`src/rtl/sd_spi_pkg.sv`:
```
// sd_spi_pkg: command indices, R1 bits, tokens and FSM states shared by the SD SPI card target
package sd_spi_pkg;
    localparam logic [5:0] CMD0   = 6'd0;
    localparam logic [5:0] CMD17  = 6'd17;
    localparam logic [5:0] CMD24  = 6'd24;
    localparam logic [5:0] ACMD41 = 6'd41;
    localparam logic [5:0] CMD55  = 6'd55;
    localparam int R1_IDLE_BIT    = 0;
    localparam int R1_ILLEGAL_BIT = 2;
    localparam logic [7:0] R1_IDLE    = 8'(1) << R1_IDLE_BIT;
    localparam logic [7:0] R1_ILLEGAL = 8'(1) << R1_ILLEGAL_BIT;
    localparam logic [7:0] TOKEN_START       = 8'hFE;
    localparam logic [7:0] TOKEN_DATA_ACCEPT = 8'h05;
    typedef enum logic [3:0] {
        IDLE, CMD, NCR, R1, RD_TOKEN, RD_DATA, RD_CRC,
        WR_TOKEN, WR_DATA, WR_CRC, WR_RESP, WR_BUSY
    } state_t;
endpackage

```
`src/rtl/spi_byte_shifter.sv`:
```
// spi_byte_shifter: oversampled SPI mode-0 byte engine (sync, edge detect, shift registers, bit count)
module spi_byte_shifter (
    input  logic       clk,
    input  logic       reset,
    input  logic       spi_sclk,
    input  logic       spi_cs_n,
    input  logic       spi_mosi,
    input  logic [7:0] tx_byte,
    output logic       spi_miso,
    output logic       cs_high,
    output logic       byte_done,
    output logic [7:0] rx_byte
);
    logic [1:0] sclk_sync_q, sclk_sync_d, cs_sync_q, cs_sync_d, mosi_sync_q, mosi_sync_d;
    logic       sclk_prev_q, sclk_prev_d;
    logic [2:0] bit_cnt_q, bit_cnt_d;
    logic [7:0] rx_sr_q, rx_sr_d, tx_sr_q, tx_sr_d;
    logic       rise, fall, tx_load;

    always_comb begin
        sclk_sync_d = {sclk_sync_q[0], spi_sclk};
        cs_sync_d   = {cs_sync_q[0], spi_cs_n};
        mosi_sync_d = {mosi_sync_q[0], spi_mosi};
        sclk_prev_d = sclk_sync_q[1];
        rise        = sclk_sync_q[1] & ~sclk_prev_q;
        fall        = ~sclk_sync_q[1] & sclk_prev_q;
        cs_high     = cs_sync_q[1];
        byte_done   = rise & ~cs_high & (bit_cnt_q == 3'd7);
        tx_load     = byte_done;
        rx_byte     = {rx_sr_q[6:0], mosi_sync_q[1]};
        bit_cnt_d   = cs_high ? 3'd0 : bit_cnt_q + 3'(rise);
        rx_sr_d     = rise ? rx_byte : rx_sr_q;
        // the falling edge that follows a byte boundary keeps the freshly loaded bit 7
        tx_sr_d     = cs_high ? 8'hFF
                    : tx_load ? tx_byte
                    : (fall && bit_cnt_q != 3'd0) ? {tx_sr_q[6:0], 1'b1}
                    : tx_sr_q;
        spi_miso    = cs_high | tx_sr_q[7];
    end

    always_ff @(posedge clk) begin
        if (reset) begin
            sclk_sync_q <= 2'b00;
            cs_sync_q   <= 2'b11;
            mosi_sync_q <= 2'b11;
            sclk_prev_q <= 1'b0;
            bit_cnt_q   <= 3'd0;
            rx_sr_q     <= 8'h00;
            tx_sr_q     <= 8'hFF;
        end else begin
            sclk_sync_q <= sclk_sync_d;
            cs_sync_q   <= cs_sync_d;
            mosi_sync_q <= mosi_sync_d;
            sclk_prev_q <= sclk_prev_d;
            bit_cnt_q   <= bit_cnt_d;
            rx_sr_q     <= rx_sr_d;
            tx_sr_q     <= tx_sr_d;
        end
    end
endmodule

```
`src/rtl/sd_spi_card.sv`:
```
// sd_spi_card: SPI-mode SD card target with R1 responses and single-block read/write to a byte memory
module sd_spi_card
    import sd_spi_pkg::*;
#(
    parameter int NCR_BYTES   = 2,
    parameter int BLOCK_BYTES = 512,
    parameter int BUSY_BYTES  = 4,
    parameter int ADDR_W      = 16
) (
    input  logic              clk,
    input  logic              reset,
    input  logic              spi_sclk,
    input  logic              spi_cs_n,
    input  logic              spi_mosi,
    output logic              spi_miso,
    output logic [ADDR_W-1:0] mem_addr,
    output logic              mem_rd,
    input  logic [7:0]        mem_rd_data,
    output logic              mem_wr,
    output logic [7:0]        mem_wr_data,
    output logic              cmd_valid,
    output logic [5:0]        cmd_index,
    output logic [31:0]       cmd_arg
);
    localparam int CW = 16;

    state_t            state_q, state_d;
    logic [CW-1:0]     cnt_q, cnt_d;
    logic [5:0]        cmd_index_q, cmd_index_d;
    logic [31:0]       cmd_arg_q, cmd_arg_d;
    logic [ADDR_W-1:0] mem_addr_q, mem_addr_d;
    logic [7:0]        rd_data_q, rd_data_d, r1_q, r1_d, r1_val, tx_byte, rx_byte;
    logic              idle_flag_q, idle_flag_d, acmd_q, acmd_d, cmd_valid_q, cmd_valid_d;
    logic              mem_rd_q, mem_rd_d, rd_pend_q, rd_pend_d;
    logic              cs_high, byte_done, rd_go, wr_go;

    spi_byte_shifter u_shifter (
        .clk       (clk),
        .reset     (reset),
        .spi_sclk  (spi_sclk),
        .spi_cs_n  (spi_cs_n),
        .spi_mosi  (spi_mosi),
        .tx_byte   (tx_byte),
        .spi_miso  (spi_miso),
        .cs_high   (cs_high),
        .byte_done (byte_done),
        .rx_byte   (rx_byte)
    );

    always_comb begin
        r1_val = cmd_index_q == CMD0 ? R1_IDLE
               : cmd_index_q == CMD55 ? {7'b0, idle_flag_q}
               : (acmd_q && cmd_index_q == ACMD41) ? 8'h00
               : (cmd_index_q == CMD17 || cmd_index_q == CMD24) ? (idle_flag_q ? (R1_ILLEGAL | R1_IDLE) : 8'h00)
               : R1_ILLEGAL | {7'b0, idle_flag_q};
        rd_go       = r1_q == 8'h00 && cmd_index_q == CMD17;
        wr_go       = r1_q == 8'h00 && cmd_index_q == CMD24;
        state_d     = state_q;
        cnt_d       = cnt_q;
        cmd_index_d = cmd_index_q;
        cmd_arg_d   = cmd_arg_q;
        mem_addr_d  = mem_addr_q;
        r1_d        = r1_q;
        idle_flag_d = idle_flag_q;
        acmd_d      = acmd_q;
        cmd_valid_d = 1'b0;
        mem_rd_d    = 1'b0;
        rd_pend_d   = mem_rd_q;
        rd_data_d   = rd_pend_q ? mem_rd_data : rd_data_q;
        tx_byte     = 8'hFF;
        mem_wr      = byte_done && state_q == WR_DATA;
        mem_wr_data = mem_wr ? rx_byte : 8'h00;
        if (byte_done) begin
            cnt_d = cnt_q + CW'(1);
            case (state_q)
                IDLE: if (rx_byte[7:6] == 2'b01) begin
                    state_d     = CMD;
                    cmd_index_d = rx_byte[5:0];
                    cnt_d       = '0;
                end
                CMD: begin
                    if (!cnt_q[2]) cmd_arg_d = {cmd_arg_q[23:0], rx_byte};
                    if (cnt_q == CW'(4)) begin
                        state_d     = NCR;
                        cnt_d       = '0;
                        cmd_valid_d = 1'b1;
                    end
                end
                NCR: if (cnt_q == CW'(NCR_BYTES - 1)) begin
                    state_d     = R1;
                    tx_byte     = r1_val;
                    r1_d        = r1_val;
                    idle_flag_d = cmd_index_q == CMD0 ? 1'b1
                                : (acmd_q && cmd_index_q == ACMD41) ? 1'b0 : idle_flag_q;
                    acmd_d      = cmd_index_q == CMD55;
                end
                R1: begin
                    state_d    = rd_go ? RD_TOKEN : wr_go ? WR_TOKEN : IDLE;
                    cnt_d      = '0;
                    mem_addr_d = cmd_arg_q[ADDR_W-1:0];
                    mem_rd_d   = rd_go;
                    tx_byte    = rd_go ? TOKEN_START : 8'hFF;
                end
                RD_TOKEN: begin
                    state_d    = RD_DATA;
                    cnt_d      = '0;
                    tx_byte    = rd_data_q;
                    mem_rd_d   = 1'b1;
                    mem_addr_d = mem_addr_q + ADDR_W'(1);
                end
                RD_DATA: if (cnt_q == CW'(BLOCK_BYTES - 1)) begin
                    state_d = RD_CRC;
                    cnt_d   = '0;
                end else begin
                    tx_byte    = rd_data_q;
                    mem_rd_d   = 1'b1;
                    mem_addr_d = mem_addr_q + ADDR_W'(1);
                end
                RD_CRC: if (cnt_q == CW'(1)) state_d = IDLE;
                WR_TOKEN: if (rx_byte == TOKEN_START) begin
                    state_d = WR_DATA;
                    cnt_d   = '0;
                end
                WR_DATA: begin
                    mem_addr_d = mem_addr_q + ADDR_W'(1);
                    if (cnt_q == CW'(BLOCK_BYTES - 1)) begin
                        state_d = WR_CRC;
                        cnt_d   = '0;
                    end
                end
                WR_CRC: if (cnt_q == CW'(1)) begin
                    state_d = WR_RESP;
                    tx_byte = TOKEN_DATA_ACCEPT;
                end
                WR_RESP: begin
                    state_d = WR_BUSY;
                    cnt_d   = '0;
                    tx_byte = 8'h00;
                end
                WR_BUSY: if (cnt_q == CW'(BUSY_BYTES - 1)) state_d = IDLE;
                         else tx_byte = 8'h00;
                default: state_d = IDLE;
            endcase
        end
        if (cs_high) begin
            state_d  = IDLE;
            cnt_d    = '0;
            mem_rd_d = 1'b0;
        end
    end

    always_ff @(posedge clk) begin
        if (reset) begin
            state_q     <= IDLE;
            cnt_q       <= '0;
            cmd_index_q <= '0;
            cmd_arg_q   <= '0;
            mem_addr_q  <= '0;
            r1_q        <= 8'hFF;
            idle_flag_q <= 1'b1;
            acmd_q      <= 1'b0;
            cmd_valid_q <= 1'b0;
            mem_rd_q    <= 1'b0;
            rd_pend_q   <= 1'b0;
            rd_data_q   <= 8'h00;
        end else begin
            state_q     <= state_d;
            cnt_q       <= cnt_d;
            cmd_index_q <= cmd_index_d;
            cmd_arg_q   <= cmd_arg_d;
            mem_addr_q  <= mem_addr_d;
            r1_q        <= r1_d;
            idle_flag_q <= idle_flag_d;
            acmd_q      <= acmd_d;
            cmd_valid_q <= cmd_valid_d;
            mem_rd_q    <= mem_rd_d;
            rd_pend_q   <= rd_pend_d;
            rd_data_q   <= rd_data_d;
        end
    end

    assign mem_addr  = mem_addr_q;
    assign mem_rd    = mem_rd_q;
    assign cmd_valid = cmd_valid_q;
    assign cmd_index = cmd_index_q;
    assign cmd_arg   = cmd_arg_q;
endmodule

```
`config.mk`:
```
export PLATFORM = sky130hd
export DESIGN_NAME = sd_spi_card
export DESIGN_NICKNAME = d
export VERILOG_FILES = /design/src/rtl/sd_spi_pkg.sv /design/src/rtl/spi_byte_shifter.sv /design/src/rtl/sd_spi_card.sv
export SDC_FILE = /design/constraint.sdc
export NUM_CORES = 1
export LEC_CHECK = 0
export ABC_CLOCK_PERIOD_IN_PS = 2800
export CAP_MARGIN = 20
export CORE_MARGIN = 1.5
export CORE_UTILIZATION = 26
export DETAILED_ROUTE_END_ITERATION = 10
export GPL_ROUTABILITY_DRIVEN = 1
export RECOVER_POWER = 100
export SLEW_MARGIN = 20
export SYNTH_ARGS = -nofsm -noshare
export SYNTH_HDL_FRONTEND = slang
export SYNTH_SLANG_ARGS = --single-unit
export TNS_END_PERCENT = 10
```
`constraint.sdc`:
```
create_clock -name clk -period 2.8 [get_ports clk]
set_input_delay 0.42 -clock clk [delete_from_list [all_inputs] [get_ports clk]]
set_output_delay 0.42 -clock clk [all_outputs]
set_load 0.01 [all_outputs]
```
==> impl_metrics.env, run 1 <==
export IMPL_status="complete, but fails checks"
export IMPL_violations="max-capacitance violations, max-slew violations"
export IMPL_worstSetupStartpoint="u_shifter.cs_sync_q[1]"
export IMPL_place_congestion=0.813
export IMPL_maxCapViolations=1
export IMPL_cts_sinks=115
export IMPL_yosys_warnings=0
export IMPL_max_freq_mhz=371
export IMPL_total_power_mw=3.96
export IMPL_totalWireLength_um=15200
export IMPL_yosysTopAreaCell="dfxtp_1"
export IMPL_drc=0
export IMPL_finalSetupViolCount=0
export IMPL_dr_pass1_iters=4
export IMPL_final_hold_viol_count=0
export IMPL_worstMarginPinSlew_ns=1.67
export IMPL_crit_path_start_kind="flop"
export IMPL_drt_iter0_drc=261
export IMPL_io_pins=79
export IMPL_htreeDepth=4
export IMPL_clk_path_buf_depth=2
export IMPL_worstPathBufferInverterCount=2
export IMPL_fin_ws_ns=0.102
export IMPL_power_density_nw_per_um2=560
export IMPL_crit_family="simple AND/OR/NAND/NOR gates"
export IMPL_power_leakage_nw=2.57
export IMPL_fin_setup_tns_ns=0
export IMPL_critPathKind="flop to output port"
export IMPL_antenna_found_initial=0
export IMPL_worstHoldPathType="primary input to flop"
export IMPL_arrival_ns=2.28
export IMPL_cpPeakStageDelay_ns=0.53
export IMPL_grt_overflow=0
export IMPL_nNetsFinal=749
export IMPL_die_area_um2=21400
export IMPL_final_area_um2=7060
export IMPL_finalNonFillerCells=1012
export IMPL_cts_hold_fix_buffers=0
export IMPL_final_common_cell="nand2_1"
export IMPL_avgSynthCellArea_um2=8.25
export IMPL_cp_required_ns=2.38
export IMPL_start_util_pct=26.5
export IMPL_fp_dieW_um=146
export IMPL_layout_common_cells="nand2_1, dfxtp_1, a21oi_1"
export IMPL_diodes=0
export IMPL_grt_usage_pct=14.4
export IMPL_end_kind="output port"
export IMPL_areaGrowthSynthToFinish_pct=32.1
export IMPL_place_hpwl_um=10500
export IMPL_slew_violations=84
export IMPL_dp_cells=981
export IMPL_synth_edf_count=0
export IMPL_synth_async_reset_ratio_pct=0
export IMPL_syn_area_um2=5340
export IMPL_reg2reg_from="u_shifter.sclk_sync_q[1]"
export IMPL_worst_setup_hold_path_clk_slew_ns=0.05
export IMPL_worst_path_max_fanout=9
export IMPL_numCtsBuffers=17
export IMPL_syn_nets=667
export IMPL_ir_worst_vdd_uv=443
export IMPL_routedWlPerCell_um=15.0
export IMPL_port_buffers=78
export IMPL_insertion_delay_ns=0.42
export IMPL_grt_pass1_vias=4740
export IMPL_cp_slowest_cell="clkdlybuf4s50_1"
export IMPL_synth_cell_types=68
export IMPL_ys_ff_latch=115
export IMPL_syn_instance_count=648
export IMPL_core_area_um2=20200
export IMPL_yosys_most_used_dff="dfxtp_1"
export IMPL_place_area_um2=6480
export IMPL_dp_slack_ns=0.272
export IMPL_maxSlewHeadroom_pct=-11.1
export IMPL_grt_max_degree=84
export IMPL_cts_tree="yes"
export IMPL_grt_pass1_wl_um=24800
export IMPL_drive_above_1_share_pct=9.84
export IMPL_fin_skew_ns=0.00861
export IMPL_row_count=52
export IMPL_cts_root_buf="clkbuf_16"
export IMPL_ant_nets=0
export IMPL_final_util_pct=35.0
export IMPL_crit_chain="nand4b_1 > or2_4 > nor4_4 > buf_4 > and2_1 > clkdlybuf4s50_1"
export IMPL_fin_crit_ns=2.70
export IMPL_die_y_um=146
export IMPL_rsz0062_at_grt="false"
export IMPL_final_period_utilization_pct=96.3
export IMPL_vias=4885
export IMPL_fin_hold_ws_ns=0.401
export IMPL_viasPerCell=4.83
export IMPL_synth_top_area_share_pct=43.1
export IMPL_hp_start="reset"
export IMPL_ys_seq_area_share_pct=43.1
export IMPL_synthTopCellsByArea="dfxtp_1, nand2_1, a21oi_1, nor2_1, mux2i_1"
==> worst reg2reg max path: stages (launching register included) <==
cell and delay (ns):
dfxtp_1 0.41, nand2b_1 0.11, clkbuf_1 0.25, nor2_2 0.16, clkbuf_2 0.42, o2111ai_1 0.38, o31ai_4 0.33, clkbuf_2 0.33
nor2_1 0.09
==> report_power, final <==
part           leakage (nW)  switching (mW)  internal (mW)
Clock                 0.295           0.759           1.50
Sequential            0.928         0.00468           1.64
Combinational          1.35          0.0331         0.0218
Total                  2.57           0.796           3.16
==> synth_stat cells, types with 3 or more instances <==
cell type  number
a211oi_1        3
o21a_1          4
nand2b_1        8
nor3_1         21
a31oi_1         3
o32ai_1         4
or3_1           3
nand3b_1        4
xnor2_1         4
and2_1         11
nand2_1       117
nand3_1        14
buf_2           3
a21oi_1        76
and4_1          3
o21ai_0        21
xor2_1         11
a21o_1          4
clkbuf_1       30
a211o_1         7
dfxtp_1       115
and3_1          4
nor4_1          5
or2_2           8
ha_1            6
nor2_1         58
a32oi_1         4
mux2i_1        16
nor2b_1        11
nand4_1        13
inv_1           8
==> routing by layer <==
layer / wire length [um] / vias up / track usage, %
li1: - / 2455 / -
met4: 204 / 0 / 4.65
met2: 7390 / 97 / 24.5
met1: 6830 / 2317 / 17.6
met3: 761 / 16 / 3.97
met5: 0 / - / 0
==> flip-flops by register name (all words and copies together) (netlist names) <==
signal                 count
cnt_q                     16
u_shifter.sclk_prev_q      1
cmd_arg                   32
u_shifter.mosi_sync_q      2
mem_addr                  16
u_shifter.bit_cnt_q        3
u_shifter.tx_sr_q          8
idle_flag_q                1
rd_pend_q                  1
cmd_index                  6
u_shifter.sclk_sync_q      2
acmd_q                     1
r1_q                       3
mem_rd                     1
cmd_valid                  1
u_shifter.rx_sr_q          7
rd_data_q                  8
state_q                    4
u_shifter.cs_sync_q        2
==> kinds of logic (layout without fill, tap and decap cells) <==
| family | Yosys count | in the layout | share of synthesized area, % |
|---|---|---|---|
| multiplexers | 16 | 16 | 3.00 |
| buffers and inverters | 46 | 140 | 3.58 |
| XOR/XNOR | 15 | 15 | 2.46 |
| adder cells (fa/ha/maj) | 6 | 6 | 1.40 |
| flip-flops | 115 | 115 | 43.1 |
| AND/OR/NAND/NOR | 297 | 297 | 27.6 |
| AO/OA/AOI/OAI | 153 | 153 | 18.9 |
==> repair_timing <==
| action | in CTS | in global routing |
|---|---|---|
| buffers inserted | 0 | 0 |
| endpoints found under the setup margin | 9 | 4 |
| gates resized for setup | 3 | 5 |
==> area by class of cell <==
| cell class | instances | area (um2) |
|---|---|---|
| Fill cell | 2102 | 13100 |
| Multi-Input combinational cell | 487 | 2860 |
| Sequential cell | 115 | 2300 |
| Timing Repair Buffer | 100 | 925 |
| Clock buffer | 20 | 447 |
| Tap cell | 270 | 338 |
| Clock inverter | 11 | 160 |
| Inverter | 9 | 33.8 |
==> worst paths after layout <==
kind | endpoint | slack [ns] | depth (start not counted)
max | mem_wr_data[4] | 0.10 | 6
min | acmd_q | 0.40 | 2
max reg2reg | cnt_q[8] | 0.19 | 8
min reg2reg | u_shifter.mosi_sync_q[1] | 0.41 | 1
No activity file was read; power rests on OpenSTA's default activity.
==> run 2, diff against run 1 <==
--- a/config.mk
+++ b/config.mk
@@ -5,7 +5,7 @@
 export SDC_FILE = /design/constraint.sdc
 export NUM_CORES = 1
 export LEC_CHECK = 0
-export ABC_CLOCK_PERIOD_IN_PS = 2800
+export ABC_CLOCK_PERIOD_IN_PS = 3060
 export CAP_MARGIN = 20
 export CORE_MARGIN = 1.5
 export CORE_UTILIZATION = 26
==> constraint.sdc (replaced) <==
create_clock -name clk -period 3.06 [get_ports clk]
set_input_delay 0.459 -clock clk [delete_from_list [all_inputs] [get_ports clk]]
set_output_delay 0.459 -clock clk [all_outputs]
set_load 0.01 [all_outputs]
==> run 2 against run 1 <==
  * Combinational power is 8.2% lower
  * Via count is 0.92% lower
  * Register-to-register slack better by 0.03 ns
  * Setup slack better by 0.060 ns
  * Utilization is 0.55 points lower
  * Clock-buffer cell count is 3 higher
  * Flip-flop and latch count stayed put
  * The flow now finishes without violations
==> impl_metrics.env, run 2 (synthesis results as in run 1) <==
export IMPL_hp_start="u_shifter.cs_sync_q[0]"
export IMPL_finalSetupViolCount=0
export IMPL_routedWlPerCell_um=14.8
export IMPL_grt_overflow=0
export IMPL_final_period_utilization_pct=94.7
export IMPL_antenna_found_initial=0
export IMPL_fin_skew_ns=0.00625
export IMPL_fin_crit_ns=2.90
export IMPL_use_met2_pct=23.5
export IMPL_cts_tree="yes"
export IMPL_start_util_pct=26.5
export IMPL_worstMarginPinSlew_ns=1.34
export IMPL_worstSetupStartpoint="u_shifter.cs_sync_q[1]"
export IMPL_totalWireLength_um=14800
export IMPL_layout_common_cells="nand2_1, dfxtp_1, a21oi_1"
export IMPL_crit_chain="nand4b_1 > or2_1 > nor4_4 > buf_4 > and2_1 > clkdlybuf4s50_1"
export IMPL_cts_resized=1
export IMPL_switching_share_pct=20.0
export IMPL_power_density_nw_per_um2=518
export IMPL_insertion_delay_ns=0.42
export IMPL_grt_usage_pct=14.4
export IMPL_worst_setup_hold_path_clk_slew_ns=0.05
export IMPL_grt_pass1_vias=4602
export IMPL_cts_hold_fix_buffers=0
export IMPL_gr_max_usage_layer="met2"
export IMPL_port_buffers=78
export IMPL_drive_above_1_share_pct=7.79
export IMPL_place_congestion=0.832
export IMPL_dr_pass1_iters=7
export IMPL_worst_path_max_fanout=10
export IMPL_fin_setup_tns_ns=0
export IMPL_multi_input_comb_area_um2=2820
export IMPL_final_common_cell="nand2_1"
export IMPL_die_y_um=146
export IMPL_crit_path_start_kind="flop"
export IMPL_power_frac_clock_pct=56.8
export IMPL_drt_iter0_drc=303
export IMPL_ir_worst_vdd_uv=359
export IMPL_drc=0
export IMPL_status="finished, final reports clean"
export IMPL_rsz0062_at_grt="false"
export IMPL_post_cts_repair_setup_buffers=0
export IMPL_clk_path_buf_depth=2
export IMPL_core_area_um2=20200
export IMPL_p_seq_share_pct=41.9
export IMPL_grt_max_degree=51
export IMPL_power_switching_uw=720
export IMPL_maxSlewHeadroom_pct=10.6
export IMPL_power_internal_mw=2.88
export IMPL_cpPeakStageDelay_ns=0.53
export IMPL_power_leakage_nw=2.48
export IMPL_htreeDepth=4
export IMPL_grt_use_met1_pct=17.7
export IMPL_largest_reg_flops=32
export IMPL_ant_nets=0
export IMPL_critPathKind="flop to output port"
export IMPL_fp_dieW_um=146
export IMPL_fillers=2120
export IMPL_place_hpwl_um=10200
export IMPL_nNetsFinal=738
export IMPL_cp_slowest_cell="clkdlybuf4s50_1"
export IMPL_arrival_ns=2.44
export IMPL_row_count=52
export IMPL_max_freq_mhz=345
export IMPL_io_pins=79
export IMPL_regArea_um2=2300
export IMPL_end_kind="output port"
export IMPL_final_hold_viol_count=0
export IMPL_cts_root_buf="clkbuf_16"
export IMPL_cts_sinks=115
export IMPL_combPwrFrac_pct=1.4
export IMPL_viasPerCell=4.83
export IMPL_fin_hold_ws_ns=0.406
export IMPL_die_area_um2=21400
export IMPL_vias=4840
export IMPL_numCtsBuffers=17
export IMPL_diodes=0
export IMPL_met3_usage_pct=4.00
export IMPL_cp_required_ns=2.60
export IMPL_reg2reg_from="cnt_q[0]"
export IMPL_areaGrowthSynthToFinish_pct=30.1
export IMPL_slew_violations=0
export IMPL_worstHoldPathType="flop to flop"
export IMPL_maxCapViolations=0
export IMPL_grt_pass1_wl_um=24400
-- run 2: cell count changes in the layout (fill, tap and decap cells not counted), sizes merged --
| cell | delta |
|---|---|
| buf | -8 |
| bufinv | -1 |
| clkdlybuf4s25 | -3 |
| clkdlybuf4s50 | +5 |
| clkinvlp | -1 |
| dlygate4sd3 | -1 |
| dlymetal6s2s | -1 |
-- run 2: final timing paths --
kind,slack [ns],endpoint,cells after the start
max,0.16,mem_wr_data[7],6
min,0.41,u_shifter.cs_sync_q[1],1
max reg2reg,0.22,state_q[1],7
min reg2reg,0.41,u_shifter.cs_sync_q[1],1
-- run 2: critical path: cells and delay by family (launching register included) --
kind / cells / cell delay [ns]
and+or+nand+nor: 4 / 0.96
DFF: 1 / 0.33
buffers and inverters: 2 / 0.72
-- run 2: area by class of cell --
| cell class | instances | share of cell area, % |
|---|---|---|
| Multi-Input combinational cell | 487 | 40.5 |
| Sequential cell | 115 | 33.1 |
| Timing Repair Buffer | 89 | 12.2 |
| Clock buffer | 23 | 7.02 |
| Tap cell | 270 | 4.86 |
| Clock inverter | 9 | 1.82 |
| Inverter | 9 | 0.486 |
-- run 2: per-layer routing --
layer	share of wire (%)	vias to the layer above	routed length [um]
li1	-	2432	-
met1	44	2259	6520
met2	48	128	7150
met3	5.8	21	856
met4	1.9	0	288
met5	0	-	0
-- run 2: power by group through the flow --
stage	clock network, mW	logic [mW]	registers, mW
after floorplan	0	0.0273	1.54
after global placement	0	0.0530	1.54
after detailed placement	0	0.0527	1.54
after CTS	2.08	0.0529	1.51
after global routing	2.14	0.0552	1.51
final	2.05	0.0504	1.51
-- run 2: metrics by stage --
| stage | area [um2] | power, mW | util [%] | worst slack [ns] | cells |
|---|---|---|---|---|---|
| after global placement | 6390 | 1.59 | 31.7 | 0.386 | 970 |
| after floorplan | 5340 | 1.56 | - | 0.548 | 648 |
| after CTS | 7010 | 3.65 | 34.7 | 0.0443 | 1002 |
| final | 6950 | 3.60 | 34.5 | 0.162 | 1002 |
| after detailed placement | 6390 | 1.59 | 31.7 | 0.366 | 970 |
| after global routing | 6950 | 3.71 | 34.5 | 0.0248 | 1002 |
